File: src/rtl/fw_ram_arbiter_pkg.sv
// fw_ram_arbiter_pkg
//   Shared definitions for the firmware RAM arbiter: FSM state encoding,
//   RAM geometry, default clear pattern and the FW RAM window in the CPU
//   address map (used by the interconnect decode).
package fw_ram_arbiter_pkg;

  typedef enum logic [1:0] {
    ST_IDLE   = 2'h0,
    ST_CLEAR  = 2'h1,
    ST_LOCKED = 2'h2
  } state_e;

  localparam int unsigned FW_RAM_WORDS        = 256;
  localparam logic [31:0] DEFAULT_CLEAR_VALUE = 32'h0000_0000;

  // Byte address window of the FW RAM in the CPU memory map.
  localparam logic [31:0] FW_RAM_FIRST = 32'hd000_0000;
  localparam logic [31:0] FW_RAM_LAST  = 32'hd000_03ff;

endpackage

File: src/rtl/fw_ram_arbiter.sv
// fw_ram_arbiter
//   Owns the firmware RAM. In IDLE, CPU accesses pass straight through to
//   the RAM macro and complete one cycle later. A clear request waits for
//   any in-flight CPU access, then writes CLEAR_VALUE to every word (one
//   word per cycle), after which the RAM is locked: CPU accesses still
//   complete but reads return 0, writes are dropped and the RAM is never
//   selected again until reset.
//
// Ports
//   clk, reset        clock, synchronous active-high reset
//   clear_req         single-cycle request to clear and lock the RAM
//   cpu_cs/we/address/write_data   CPU request (cs held until cpu_ready)
//   cpu_read_data     read data, valid while cpu_ready=1 (0 otherwise)
//   cpu_ready         one-cycle completion pulse
//   ram_cs/we/address/write_data   RAM macro controls
//   ram_read_data     RAM read data, valid the cycle after ram_cs
//   busy              clear pending or in progress
//   locked            clear finished; sticky until reset
module fw_ram_arbiter
  import fw_ram_arbiter_pkg::*;
#(
  parameter int unsigned ADDR_WIDTH  = 8,
  parameter logic [31:0] CLEAR_VALUE = DEFAULT_CLEAR_VALUE
) (
  input  logic                  clk,
  input  logic                  reset,
  input  logic                  clear_req,
  input  logic                  cpu_cs,
  input  logic [3:0]            cpu_we,
  input  logic [ADDR_WIDTH-1:0] cpu_address,
  input  logic [31:0]           cpu_write_data,
  output logic [31:0]           cpu_read_data,
  output logic                  cpu_ready,
  output logic                  ram_cs,
  output logic [3:0]            ram_we,
  output logic [ADDR_WIDTH-1:0] ram_address,
  output logic [31:0]           ram_write_data,
  input  logic [31:0]           ram_read_data,
  output logic                  busy,
  output logic                  locked
);

  state_e                  state_q, state_d;
  logic                    clear_pending_q, clear_pending_d;
  logic                    ready_q, ready_d;
  logic [ADDR_WIDTH-1:0]   ctr_q, ctr_d;
  logic                    cpu_start;

  // A new CPU access may only start in IDLE, not on the cycle after one
  // started (cs is still held then), and not while a clear is waiting:
  // the clearer wins the arbitration on its entry cycle.
  assign cpu_start = (state_q == ST_IDLE) && cpu_cs && !ready_q && !clear_pending_q;

  always_comb begin
    state_d         = state_q;
    clear_pending_d = clear_pending_q;
    ready_d         = 1'b0;
    ctr_d           = ctr_q;
    unique case (state_q)
      ST_IDLE: begin
        ready_d = cpu_start;
        if (clear_pending_q && !ready_q) begin
          state_d         = ST_CLEAR;
          clear_pending_d = 1'b0;
        end else if (clear_req) begin
          clear_pending_d = 1'b1;
        end
      end
      ST_CLEAR: begin
        ctr_d = ctr_q + ADDR_WIDTH'(1);
        if (ctr_q == '1) begin
          state_d = ST_LOCKED;
        end
      end
      ST_LOCKED: begin
        ready_d = cpu_cs && !ready_q;
      end
      default: begin
        state_d = ST_IDLE;
      end
    endcase
  end

  always_ff @(posedge clk) begin
    if (reset) begin
      state_q         <= ST_IDLE;
      clear_pending_q <= 1'b0;
      ready_q         <= 1'b0;
      ctr_q           <= '0;
    end else begin
      state_q         <= state_d;
      clear_pending_q <= clear_pending_d;
      ready_q         <= ready_d;
      ctr_q           <= ctr_d;
    end
  end

  always_comb begin
    ram_cs         = 1'b0;
    ram_we         = '0;
    ram_address    = '0;
    ram_write_data = '0;
    if (state_q == ST_CLEAR) begin
      ram_cs         = 1'b1;
      ram_we         = '1;
      ram_address    = ctr_q;
      ram_write_data = CLEAR_VALUE;
    end else if (cpu_start) begin
      ram_cs         = 1'b1;
      ram_we         = cpu_we;
      ram_address    = cpu_address;
      ram_write_data = cpu_write_data;
    end
  end

  // ready_q in IDLE always follows a real RAM access (a clear cannot begin
  // while ready_q is set); in LOCKED it follows a dropped access, so the
  // RAM output must be masked there.
  assign cpu_ready     = ready_q;
  assign cpu_read_data = (ready_q && (state_q == ST_IDLE)) ? ram_read_data : '0;
  assign busy          = clear_pending_q || (state_q == ST_CLEAR);
  assign locked        = (state_q == ST_LOCKED);

endmodule
File: config.mk
export PLATFORM = sky130hd
export DESIGN_NAME = fw_ram_arbiter
export DESIGN_NICKNAME = d
export VERILOG_FILES = /design/src/rtl/fw_ram_arbiter_pkg.sv /design/src/rtl/fw_ram_arbiter.sv
export SDC_FILE = /design/constraint.sdc
export NUM_CORES = 1
export LEC_CHECK = 0
export BUFFER_PORTS_ARGS = -buffer_cell sky130_fd_sc_hd__clkbuf_2
export CORE_UTILIZATION = 30
export DETAILED_ROUTE_END_ITERATION = 10
export GPL_TIMING_DRIVEN = 0
export PLACE_DENSITY_LB_ADDON = 0.1
export SLEW_MARGIN = 20
export SYNTH_ARGS = -nofsm -noshare
export SYNTH_HDL_FRONTEND = slang
export SYNTH_SLANG_ARGS = --single-unit
export TNS_END_PERCENT = 5
File: constraint.sdc
create_clock -name clk -period 1.6 [get_ports clk]
set_clock_uncertainty 0.15 [all_clocks]
set_input_delay 0.08 -clock clk [delete_from_list [all_inputs] [get_ports clk]]
set_output_delay 0.08 -clock clk [all_outputs]
set_load 0.005 [all_outputs]
Word-level counts from Yosys, hierarchy flattened
Cells that the tools add are included.
{"block": "word_totals", "output_inout_bits": 80, "rom_bits": 0, "mem_count": 0, "latch_bits": 0, "ff_bits": 12, "mem_bits_rw": 0, "in_bits": 80, "elab_cells": 39}
{"block": "op_classes", "add_sub_neg": 1, "muxes": 15, "multipliers": 0, "n_lt_le_gt_ge": 0, "shift": 0, "n_reduce_logical": 13, "div": 0, "bitwise": 1, "n_eq_ne": 5}
{"cell": "32-bit 2-to-1 mux", "count": 3}
{"cell": "8-bit 2-to-1 mux", "count": 2}
{"cell": "8-bit by 1-bit adder with 8-bit output (second input constant)", "count": 1}
{"cell": "8-bit equality test (second input constant)", "count": 1}
{"cell": "4-bit 2-to-1 mux", "count": 2}
{"cell": "1-bit logical AND", "count": 6}
{"cell": "2-bit case mux with 3 select lines", "count": 1}
{"cell": "1-bit 2-to-1 mux", "count": 4}
{"cell": "2-bit 2-to-1 mux", "count": 2}
{"cell": "3-bit AND reduction", "count": 1}
{"cell": "2-bit by 1-bit equality test with 1-bit output (second input constant)", "count": 1}
{"cell": "2-bit equality test (second input constant)", "count": 1}
{"cell": "1-bit logical NOT", "count": 2}
{"cell": "2-bit logical NOT", "count": 1}
{"cell": "2-bit by 1-bit != test with 1-bit output (second input constant)", "count": 1}
{"cell": "2-bit != test (second input constant)", "count": 1}
{"cell": "1-bit case mux with 2 select lines", "count": 1}
{"cell": "2-bit AND reduction", "count": 1}
{"cell": "2-bit nonzero test", "count": 1}
{"cell": "1-bit logical OR", "count": 1}
{"cell": "1-bit inverter", "count": 1}

Longest topological paths before layout
Gate-level depths: netlist of the first run.
{"block": "logic_depth", "ltp_word": 6, "depth_mapped": 6}

Least setup slack after synthesis of the first run
No wires, ideal clock.
{"block": "synth_timing", "kind": "register to output", "from": "register state_q[0]", "to": "output ram_write_data[10]", "arrival_ns": 1.331, "stages_incl_launch_ff": 5, "required_time_ns": 1.370, "path_slack_ns": 0.039, "n_path_buf": 1, "path_cell_list": "dfxtp_1 > or3b_4 > nor3_4 > clkbuf_2 > and2_1"}
{"block": "synth_via", "elab_chain_cells": 6}
{"item": "start: declaration", "line_no": "fw_ram_arbiter.sv:43", "rtl": "state_e state_q, state_d;"}
{"item": "start signal: assignment", "line_no": "fw_ram_arbiter.sv:91", "rtl": "state_q <= state_d;"}
{"item": "2-bit logical NOT", "line_no": "fw_ram_arbiter.sv:52", "rtl": "assign cpu_start = (state_q == ST_IDLE) && cpu_cs && !ready_q && !clear_pending_q;"}
{"item": "1-bit logical AND (3 in series)", "line_no": "fw_ram_arbiter.sv:52"}
{"item": "32-bit 2-to-1 mux", "line_no": "fw_ram_arbiter.sv:108", "rtl": "end else if (cpu_start) begin"}
{"item": "32-bit 2-to-1 mux (*)", "line_no": "fw_ram_arbiter.sv:103", "rtl": "if (state_q == ST_CLEAR) begin"}
{"item": "end: declaration", "line_no": "fw_ram_arbiter.sv:37", "rtl": "output logic [31:0] ram_write_data,"}
Mark *: on every way between the ends. The rest lies on a longest branch, timed or not.

Final worst setup path of the first run
{"block": "layout_timing", "from": "register ready_q (netlist: cpu_ready)", "to": "output ram_address[6]"}
{"block": "layout_via", "elab_chain_cells": 5}
{"item": "start: declaration", "line_no": "fw_ram_arbiter.sv:45", "rtl": "logic ready_q, ready_d;"}
{"item": "start signal: assignment", "line_no": "fw_ram_arbiter.sv:93", "rtl": "ready_q <= ready_d;"}
{"item": "1-bit logical NOT", "line_no": "fw_ram_arbiter.sv:52"}
{"item": "1-bit logical AND (2 in series)", "line_no": "fw_ram_arbiter.sv:52"}
{"item": "8-bit 2-to-1 mux", "line_no": "fw_ram_arbiter.sv:108"}
{"item": "8-bit 2-to-1 mux", "line_no": "fw_ram_arbiter.sv:103"}
{"item": "end: declaration", "line_no": "fw_ram_arbiter.sv:36", "rtl": "output logic [ADDR_WIDTH-1:0] ram_address,"}
Every way passes these cells.

==> run_summary.xml, run 1 <==
<?xml version="1.0" encoding="UTF-8"?>
<metrics>
  <group name="timing">
    <metric name="fin_crit" unit="ps">1964</metric>
    <metric name="max_slew_margin" unit="%">68.64</metric>
    <metric name="final.setup.worst_slack" unit="ps">-364.1</metric>
    <metric name="rsz_0062_raised_after_global_routing" unit="">yes</metric>
    <metric name="timing.final.setup_violations" unit="">47</metric>
    <metric name="fmax" unit="MHz">509.1</metric>
    <metric name="drv_slew" unit="">0</metric>
    <metric name="fin_crit_sh" unit="%">122.8</metric>
    <metric name="totalNegativeSetupSlack" unit="ps">-13630</metric>
    <metric name="final_hold_viol_count" unit="">0</metric>
    <metric name="tightestPinTransition" unit="ps">470.3</metric>
    <metric name="hold_ws" unit="ps">89.72</metric>
  </group>
  <group name="placed_design">
    <metric name="gp_congestion" unit="">0.8197</metric>
    <metric name="dp_wirelength" unit="um">4384</metric>
    <metric name="placed_cells_incl_taps" unit="">355</metric>
    <metric name="portBuffers" unit="">159</metric>
    <metric name="dpl-instance-area" unit="mm2">0.001957</metric>
  </group>
  <group name="global_route">
    <metric name="grt_first_pass_wirelength" unit="um">8073</metric>
    <metric name="grt_overflow" unit="">0</metric>
    <metric name="grt_antenna_before_repair" unit="">0</metric>
    <metric name="grt_max_degree" unit="">11</metric>
    <metric name="vias_in_the_first_global_route" unit="">1647</metric>
    <metric name="grt.total_usage" unit="%">26.94</metric>
  </group>
  <group name="die">
    <metric name="floorplan.io_pins" unit="">160</metric>
    <metric name="die-height" unit="um">62.65</metric>
    <metric name="floorplan.core_area" unit="mm2">0.003442</metric>
    <metric name="start_util" unit="%">32.06</metric>
    <metric name="die-area" unit="mm2">0.003925</metric>
    <metric name="die_x" unit="um">62.65</metric>
    <metric name="row_count" unit="">21</metric>
  </group>
  <group name="detailed_routing">
    <metric name="drt.antenna.violating_nets" unit="">0</metric>
    <metric name="wire_per_inst" unit="um">14.79</metric>
    <metric name="via_per_inst" unit="">4.796</metric>
    <metric name="drt-initial-drc-count" unit="">86</metric>
    <metric name="dr_total_vias" unit="">1765</metric>
    <metric name="drc" unit="">0</metric>
    <metric name="total_wirelength" unit="um">5444</metric>
    <metric name="drt-pass1-iter-count" unit="">4</metric>
  </group>
  <group name="synth">
    <metric name="synth_common_cells" unit="">sky130_fd_sc_hd__and2_1 (32), sky130_fd_sc_hd__and3_1 (32), sky130_fd_sc_hd__dfxtp_1 (12)</metric>
    <metric name="postSynth.asyncResetShare" unit="%">0</metric>
    <metric name="ys_types" unit="">32</metric>
    <metric name="synth-seq-area-share" unit="%">21.77</metric>
    <metric name="syn_inst" unit="">150</metric>
    <metric name="syn-cell-area" unit="mm2">0.001104</metric>
    <metric name="ys_warn_count" unit="">0</metric>
    <metric name="synth.ff_latch_count" unit="">12</metric>
    <metric name="synth-edff-count" unit="">0</metric>
    <metric name="syn_area_per_cell" unit="um2">7.357</metric>
    <metric name="synth_top_cell_area_share" unit="%">21.77</metric>
    <metric name="synth.net_count" unit="">231</metric>
    <metric name="postSynth.topFlopCell" unit="">sky130_fd_sc_hd__dfxtp_1</metric>
    <metric name="synth.area.top_cells" unit="">sky130_fd_sc_hd__dfxtp_1 (22%), sky130_fd_sc_hd__and2_1 (18%), sky130_fd_sc_hd__and3_1 (18%)</metric>
    <metric name="synth_area_leader_cell" unit="">sky130_fd_sc_hd__dfxtp_1</metric>
  </group>
  <group name="worst_setup_path">
    <metric name="cp_common_cell" unit="">sky130_fd_sc_hd__buf_6</metric>
    <metric name="worstPathCellList" unit="">or3b_4 -&gt; nor3_4 -&gt; buf_6 -&gt; buf_6 -&gt; buf_6 -&gt; a22o_1 -&gt; clkbuf_2</metric>
    <metric name="crit_path_top_delay_cell" unit="">sky130_fd_sc_hd__or3b_4</metric>
    <metric name="worst_path_required_time" unit="ps">1370</metric>
    <metric name="criticalPathCategory" unit="">reg -&gt; out</metric>
    <metric name="critPathCaptureType" unit="">output port</metric>
    <metric name="critPathBufInv" unit="">4</metric>
    <metric name="crit_family" unit="">simple AND/OR/NAND/NOR gates</metric>
    <metric name="crit_path_max_fanout" unit="">6</metric>
    <metric name="start_kind" unit="">flop</metric>
    <metric name="arrival" unit="ps">1730</metric>
    <metric name="crit_path_max_incr_delay" unit="ps">410</metric>
  </group>
  <group name="run">
    <metric name="drv_cap" unit="">0</metric>
  </group>
  <group name="clock_network">
    <metric name="clock-sinks" unit="">12</metric>
    <metric name="source_to_sink_clock_delay_at_the_later_pin_of_the_worst_skew_pair" unit="ps">240</metric>
    <metric name="clock_path_buffers" unit="">2</metric>
    <metric name="cts.root.buffer_cell" unit="">sky130_fd_sc_hd__clkbuf_8</metric>
    <metric name="ctsHtreeMaxLevel" unit="">1</metric>
    <metric name="clkTransAtPathRegs" unit="ps">50</metric>
    <metric name="cts_inserted_buffers" unit="">3</metric>
    <metric name="tritoncts" unit="">yes</metric>
  </group>
  <group name="outcome">
    <metric name="failed_checks" unit="">setup timing</metric>
    <metric name="run_status" unit="">complete, but fails checks</metric>
  </group>
  <group name="pwr">
    <metric name="switching_share" unit="%">32.85</metric>
    <metric name="leakage" unit="nW">1.362</metric>
    <metric name="finalPower" unit="mW">1.279</metric>
    <metric name="power.share.clock" unit="%">22.0</metric>
    <metric name="seqPwrFrac" unit="%">25.7</metric>
    <metric name="internal-power" unit="mW">0.8592</metric>
    <metric name="p_switching" unit="mW">0.4203</metric>
    <metric name="p_comb_share" unit="%">52.3</metric>
    <metric name="worst_ir_drop_vdd" unit="uV">258.7</metric>
    <metric name="p_per_area" unit="mW/mm2">587.4</metric>
  </group>
  <group name="layout">
    <metric name="postLayoutCellArea" unit="mm2">0.002178</metric>
    <metric name="antenna_cells" unit="">0</metric>
    <metric name="layout_cell_share_with_drive_strength_beyond_1" unit="%">60.87</metric>
    <metric name="filler_cell_count" unit="">339</metric>
    <metric name="fin_cells" unit="">368</metric>
    <metric name="design.final.nets" unit="">405</metric>
    <metric name="area.growth.synth_to_final" unit="%">97.39</metric>
  </group>
  <group name="min_path">
    <metric name="hold_path_class" unit="">in -&gt; reg</metric>
  </group>
</metrics>
sequential cells by signal (all words and copies together), names as in the netlist:
name             cells
clear_pending_q      1
cpu_ready            1
ctr_q                8
state_q              2
worst paths after layout:
path / start / to / slack [ps] / depth (start not counted)
setup / recovery: cpu_ready / ram_address[6] / -360 / 7
hold / removal: cpu_cs / cpu_ready / 90 / 3
setup reg to reg: state_q[1] / ctr_q[7] / -50 / 4
hold reg to reg: ctr_q[7] / ctr_q[7] / 360 / 2
timing repair:
action | 4_1_cts | 5_1_grt
hold buffers | 2 | 0
buffers inserted | 5 | 1
gates resized for setup | 33 | 11
gates cloned | 2 | 0
endpoints found under the hold margin | 2 | 0
pin swaps | 11 | 6
setup endpoints to repair | 77 | 80
area by class of cell:
type                       instances  area, um2  share of cell area (%)
inverter                           3      11.26                  0.5169
clock buffer                       3      41.29                   1.895
timing repair buffer             169      890.9                   40.90
multi-input combinational        121      813.3                   37.33
sequential                        12      250.2                   11.49
buffer                            14      113.9                   5.227
tap                               46      57.56                   2.642
power groups by stage:
stage / clock, mW / combinational (mW) / sequential (mW)
floorplan: 0 / 0.259 / 0.335
global placement: 0 / 0.547 / 0.340
detailed placement: 0 / 0.550 / 0.340
CTS: 0.280 / 0.657 / 0.328
global route: 0.288 / 0.726 / 0.330
finish: 0.282 / 0.669 / 0.329
worst min-delay path, delay by kind of cell:
kind,cells,cell delay [ps]
simple gates,2,290
buf+inv,1,80
kinds of logic after synthesis:
kind of cell / Yosys count / synth area share, %
AND/OR/NAND/NOR: 90 / 51.02
XOR/XNOR: 2 / 1.588
flip-flops: 12 / 21.77
multiplexers: 1 / 0.9071
adder cells (fa/ha/maj): 1 / 1.134
buffers and inverters: 17 / 6.803
AO/OA/AOI/OAI: 27 / 16.78
placed cells by master (no fill, tap or decap), types with 2 or more instances in the layout:
| master | Yosys | final |
|---|---|---|
| sky130_fd_sc_hd__dlygate4sd3_1 | 0 | 2 |
| sky130_fd_sc_hd__nor2_1 | 4 | 3 |
| sky130_fd_sc_hd__xnor2_1 | 2 | 2 |
| sky130_fd_sc_hd__buf_6 | 0 | 5 |
| sky130_fd_sc_hd__and3_1 | 32 | 32 |
| sky130_fd_sc_hd__buf_4 | 1 | 8 |
| sky130_fd_sc_hd__a21oi_1 | 7 | 7 |
| sky130_fd_sc_hd__nand2_1 | 2 | 2 |
| sky130_fd_sc_hd__nand3_1 | 2 | 2 |
| sky130_fd_sc_hd__nor2b_1 | 3 | 3 |
| sky130_fd_sc_hd__and2_4 | 0 | 6 |
| sky130_fd_sc_hd__clkbuf_2 | 3 | 156 |
| sky130_fd_sc_hd__inv_1 | 3 | 3 |
| sky130_fd_sc_hd__a22o_1 | 8 | 8 |
| sky130_fd_sc_hd__dfxtp_4 | 0 | 2 |
| sky130_fd_sc_hd__o21ai_0 | 5 | 5 |
| sky130_fd_sc_hd__clkbuf_4 | 0 | 2 |
| sky130_fd_sc_hd__nor3_1 | 2 | 2 |
| sky130_fd_sc_hd__dfxtp_2 | 0 | 2 |
| sky130_fd_sc_hd__or3_1 | 4 | 4 |
| sky130_fd_sc_hd__a21o_1 | 4 | 4 |
| sky130_fd_sc_hd__buf_2 | 3 | 3 |
| sky130_fd_sc_hd__and2_1 | 32 | 26 |
| sky130_fd_sc_hd__clkbuf_8 | 0 | 5 |
| sky130_fd_sc_hd__clkbuf_1 | 7 | 4 |
| sky130_fd_sc_hd__dfxtp_1 | 12 | 8 |
metrics by stage:
stage | utilization [%] | setup slack [ps]
global placement | 56.85 | -324.8
CTS | 62.81 | -390.3
detailed placement | 56.85 | -323.3
global route | 63.29 | -424.0
finish | 63.29 | -364.1
floorplan | - | 39.34
layer usage:
metal  vias up  part of all wire (%)  global-route usage, %
met4         0                  0.86                  6.395
li1        875                     -                      -
met5         -                     0                      0
met3         6                    12                  7.299
met2       120                    43                  43.07
met1       764                    44                  35.70
(Power assumes the default switching activity.)
==> inputs of run 2 (changes only) <==
--- a/config.mk
+++ b/config.mk
@@ -10,6 +10,7 @@
 export DETAILED_ROUTE_END_ITERATION = 10
 export GPL_TIMING_DRIVEN = 0
 export PLACE_DENSITY_LB_ADDON = 0.1
+export RECOVER_POWER = 50
 export SLEW_MARGIN = 20
 export SYNTH_ARGS = -nofsm -noshare
 export SYNTH_HDL_FRONTEND = slang
==> run_summary.xml, run 2 (synthesis results as in run 1) <==
<?xml version="1.0" encoding="UTF-8"?>
<metrics>
  <group name="detailed_routing">
    <metric name="drt.antenna.violating_nets" unit="">0</metric>
    <metric name="dr_total_vias" unit="">1749</metric>
    <metric name="drt-initial-drc-count" unit="">82</metric>
    <metric name="drc" unit="">0</metric>
    <metric name="wire_per_inst" unit="um">14.80</metric>
    <metric name="via_per_inst" unit="">4.753</metric>
    <metric name="total_wirelength" unit="um">5445</metric>
    <metric name="drt-pass1-iter-count" unit="">4</metric>
  </group>
  <group name="global_route">
    <metric name="grt_max_degree" unit="">11</metric>
    <metric name="grt_overflow" unit="">0</metric>
    <metric name="vias_in_the_first_global_route" unit="">1647</metric>
    <metric name="grtUsageMet1" unit="%">35.70</metric>
    <metric name="grt_use_met3" unit="%">7.299</metric>
    <metric name="grt_first_pass_wirelength" unit="um">8073</metric>
    <metric name="grt_antenna_before_repair" unit="">0</metric>
    <metric name="grt.busiest_layer" unit="">met2</metric>
    <metric name="grt.total_usage" unit="%">26.94</metric>
    <metric name="global_route.usage.met2" unit="%">43.07</metric>
  </group>
  <group name="clock_network">
    <metric name="ctsHtreeMaxLevel" unit="">1</metric>
    <metric name="source_to_sink_clock_delay_at_the_later_pin_of_the_worst_skew_pair" unit="ps">240</metric>
    <metric name="cts_inserted_buffers" unit="">3</metric>
    <metric name="cts.root.buffer_cell" unit="">sky130_fd_sc_hd__clkbuf_8</metric>
    <metric name="tritoncts" unit="">yes</metric>
    <metric name="clock-sinks" unit="">12</metric>
    <metric name="clock_path_buffers" unit="">2</metric>
    <metric name="clkTransAtPathRegs" unit="ps">50</metric>
  </group>
  <group name="die">
    <metric name="row_count" unit="">21</metric>
    <metric name="die-height" unit="um">62.65</metric>
    <metric name="start_util" unit="%">32.06</metric>
    <metric name="floorplan.io_pins" unit="">160</metric>
    <metric name="die_x" unit="um">62.65</metric>
    <metric name="floorplan.core_area" unit="mm2">0.003442</metric>
    <metric name="die-area" unit="mm2">0.003925</metric>
  </group>
  <group name="layout">
    <metric name="layout_cell_share_with_drive_strength_beyond_1" unit="%">60.56</metric>
    <metric name="largest_reg_flops" unit="">8</metric>
    <metric name="reg.largest.list" unit="">ctr_q (8), state_q (2)</metric>
    <metric name="area.sequential" unit="um2">250.2</metric>
    <metric name="final_common_cell" unit="">sky130_fd_sc_hd__clkbuf_2</metric>
    <metric name="design.final.nets" unit="">405</metric>
    <metric name="largest-register" unit="">ctr_q</metric>
    <metric name="finish.utilization" unit="%">63.18</metric>
    <metric name="antenna_cells" unit="">0</metric>
    <metric name="multi_input_area" unit="um2">813.3</metric>
    <metric name="area.growth.synth_to_final" unit="%">97.05</metric>
    <metric name="filler_cell_count" unit="">339</metric>
    <metric name="layout_common_cells" unit="">sky130_fd_sc_hd__clkbuf_2 (156), sky130_fd_sc_hd__and3_1 (32), sky130_fd_sc_hd__and2_1 (26), sky130_fd_sc_hd__a22o_1 (8), sky130_fd_sc_hd__dfxtp_1 (8)</metric>
  </group>
  <group name="placed_design">
    <metric name="gp_congestion" unit="">0.8197</metric>
    <metric name="portBuffers" unit="">159</metric>
    <metric name="dp_wirelength" unit="um">4384</metric>
  </group>
  <group name="worst_setup_path">
    <metric name="start_kind" unit="">flop</metric>
    <metric name="worst_path_required_time" unit="ps">1370</metric>
    <metric name="crit_path_max_fanout" unit="">6</metric>
    <metric name="critPathCaptureType" unit="">output port</metric>
    <metric name="arrival" unit="ps">1730</metric>
    <metric name="criticalPathCategory" unit="">reg -&gt; out</metric>
  </group>
  <group name="timing">
    <metric name="rsz_0062_raised_after_global_routing" unit="">yes</metric>
    <metric name="totalNegativeSetupSlack" unit="ps">-13680</metric>
    <metric name="final.setup.worst_slack" unit="ps">-364.1</metric>
    <metric name="tightestPinTransition" unit="ps">466.1</metric>
    <metric name="timing.final.setup_violations" unit="">47</metric>
    <metric name="fin_crit_sh" unit="%">122.8</metric>
    <metric name="fin_crit" unit="ps">1964</metric>
    <metric name="drv_slew" unit="">0</metric>
    <metric name="fmax" unit="MHz">509.1</metric>
    <metric name="max_slew_margin" unit="%">68.92</metric>
    <metric name="final_hold_viol_count" unit="">0</metric>
  </group>
  <group name="pwr">
    <metric name="finalPower" unit="mW">1.277</metric>
    <metric name="p_per_area" unit="mW/mm2">587.3</metric>
    <metric name="leakage" unit="nW">1.358</metric>
    <metric name="worst_ir_drop_vdd" unit="uV">258.6</metric>
  </group>
  <group name="min_path">
    <metric name="hold_path_class" unit="">in -&gt; reg</metric>
  </group>
  <group name="outcome">
    <metric name="run_status" unit="">complete, but fails checks</metric>
    <metric name="failed_checks" unit="">setup timing</metric>
  </group>
  <group name="run">
    <metric name="drv_cap" unit="">0</metric>
  </group>
</metrics>
## run 2: changes by cell type in the layout (fill, tap and decap cells not counted)
cell	before	now
sky130_fd_sc_hd__clkbuf_1	4	5
sky130_fd_sc_hd__buf_4	8	7
## run 2: critical path, cell delays in order, from the launching register on
cell and delay [ps]:
sky130_fd_sc_hd__dfxtp_4 330, sky130_fd_sc_hd__or3b_4 410, sky130_fd_sc_hd__nor3_4 120, sky130_fd_sc_hd__buf_6 150, sky130_fd_sc_hd__buf_6 120, sky130_fd_sc_hd__buf_6 100, sky130_fd_sc_hd__a22o_1 130, sky130_fd_sc_hd__clkbuf_2 110
## run 2: layer usage
metal  up-vias  part of all wire, %  routed length (um)
met3         6                   12                 628
li1        874                    -                   -
met2       105                   43                2347
met1       764                   44                2422
met5         -                    0                   0
met4         0                 0.86                  47
## run 2: path summary, 6_finish.rpt
kind               endpoint  depth (start not counted)  startpoint  slack (ps)
max          ram_address[6]                          7   cpu_ready        -360
min               cpu_ready                          3      cpu_cs          90
max reg2reg        ctr_q[7]                          4  state_q[1]         -50
min reg2reg        ctr_q[7]                          2    ctr_q[7]         360
## run 2: area by class of cell
| cell class | count | share of cell area, % |
|---|---|---|
| well taps | 46 | 2.647 |
| clock buffers | 3 | 1.899 |
| repair buffers | 169 | 40.91 |
| multi-input cells | 121 | 37.40 |
| plain buffers | 14 | 5.121 |
| inverters | 3 | 0.5178 |
| flip-flops and latches | 12 | 11.51 |
## run 2: per-stage QoR
step                      cell area (um2)  cells  hold WS (ps)  setup slack [ps]
after global routing                 2175    368         99.13            -424.0
final                                2175    368         89.71            -364.1
after CTS                            2162    367         90.96            -390.3
after floorplan                      1104    150         8.796             39.34
after detailed placement             1957    355         153.9            -323.3
after global placement               1957    355         144.3            -324.8
## run 2: timing repair
action / in CTS / in global routing
gates resized for setup: 33 / 11
setup buffers: 5 / 1
endpoints found under the hold margin: 2 / 0
endpoints found under the setup margin: 77 / 80
cloned: 2 / 0
hold buffers: 2 / 0
pin swaps: 11 / 6
## run 2: report_power, final
part | internal [mW] | total [mW] | switching (mW)
clock | 0.166 | 0.282 | 0.115
combinational | 0.377 | 0.666 | 0.289
sequential | 0.314 | 0.329 | 0.0153
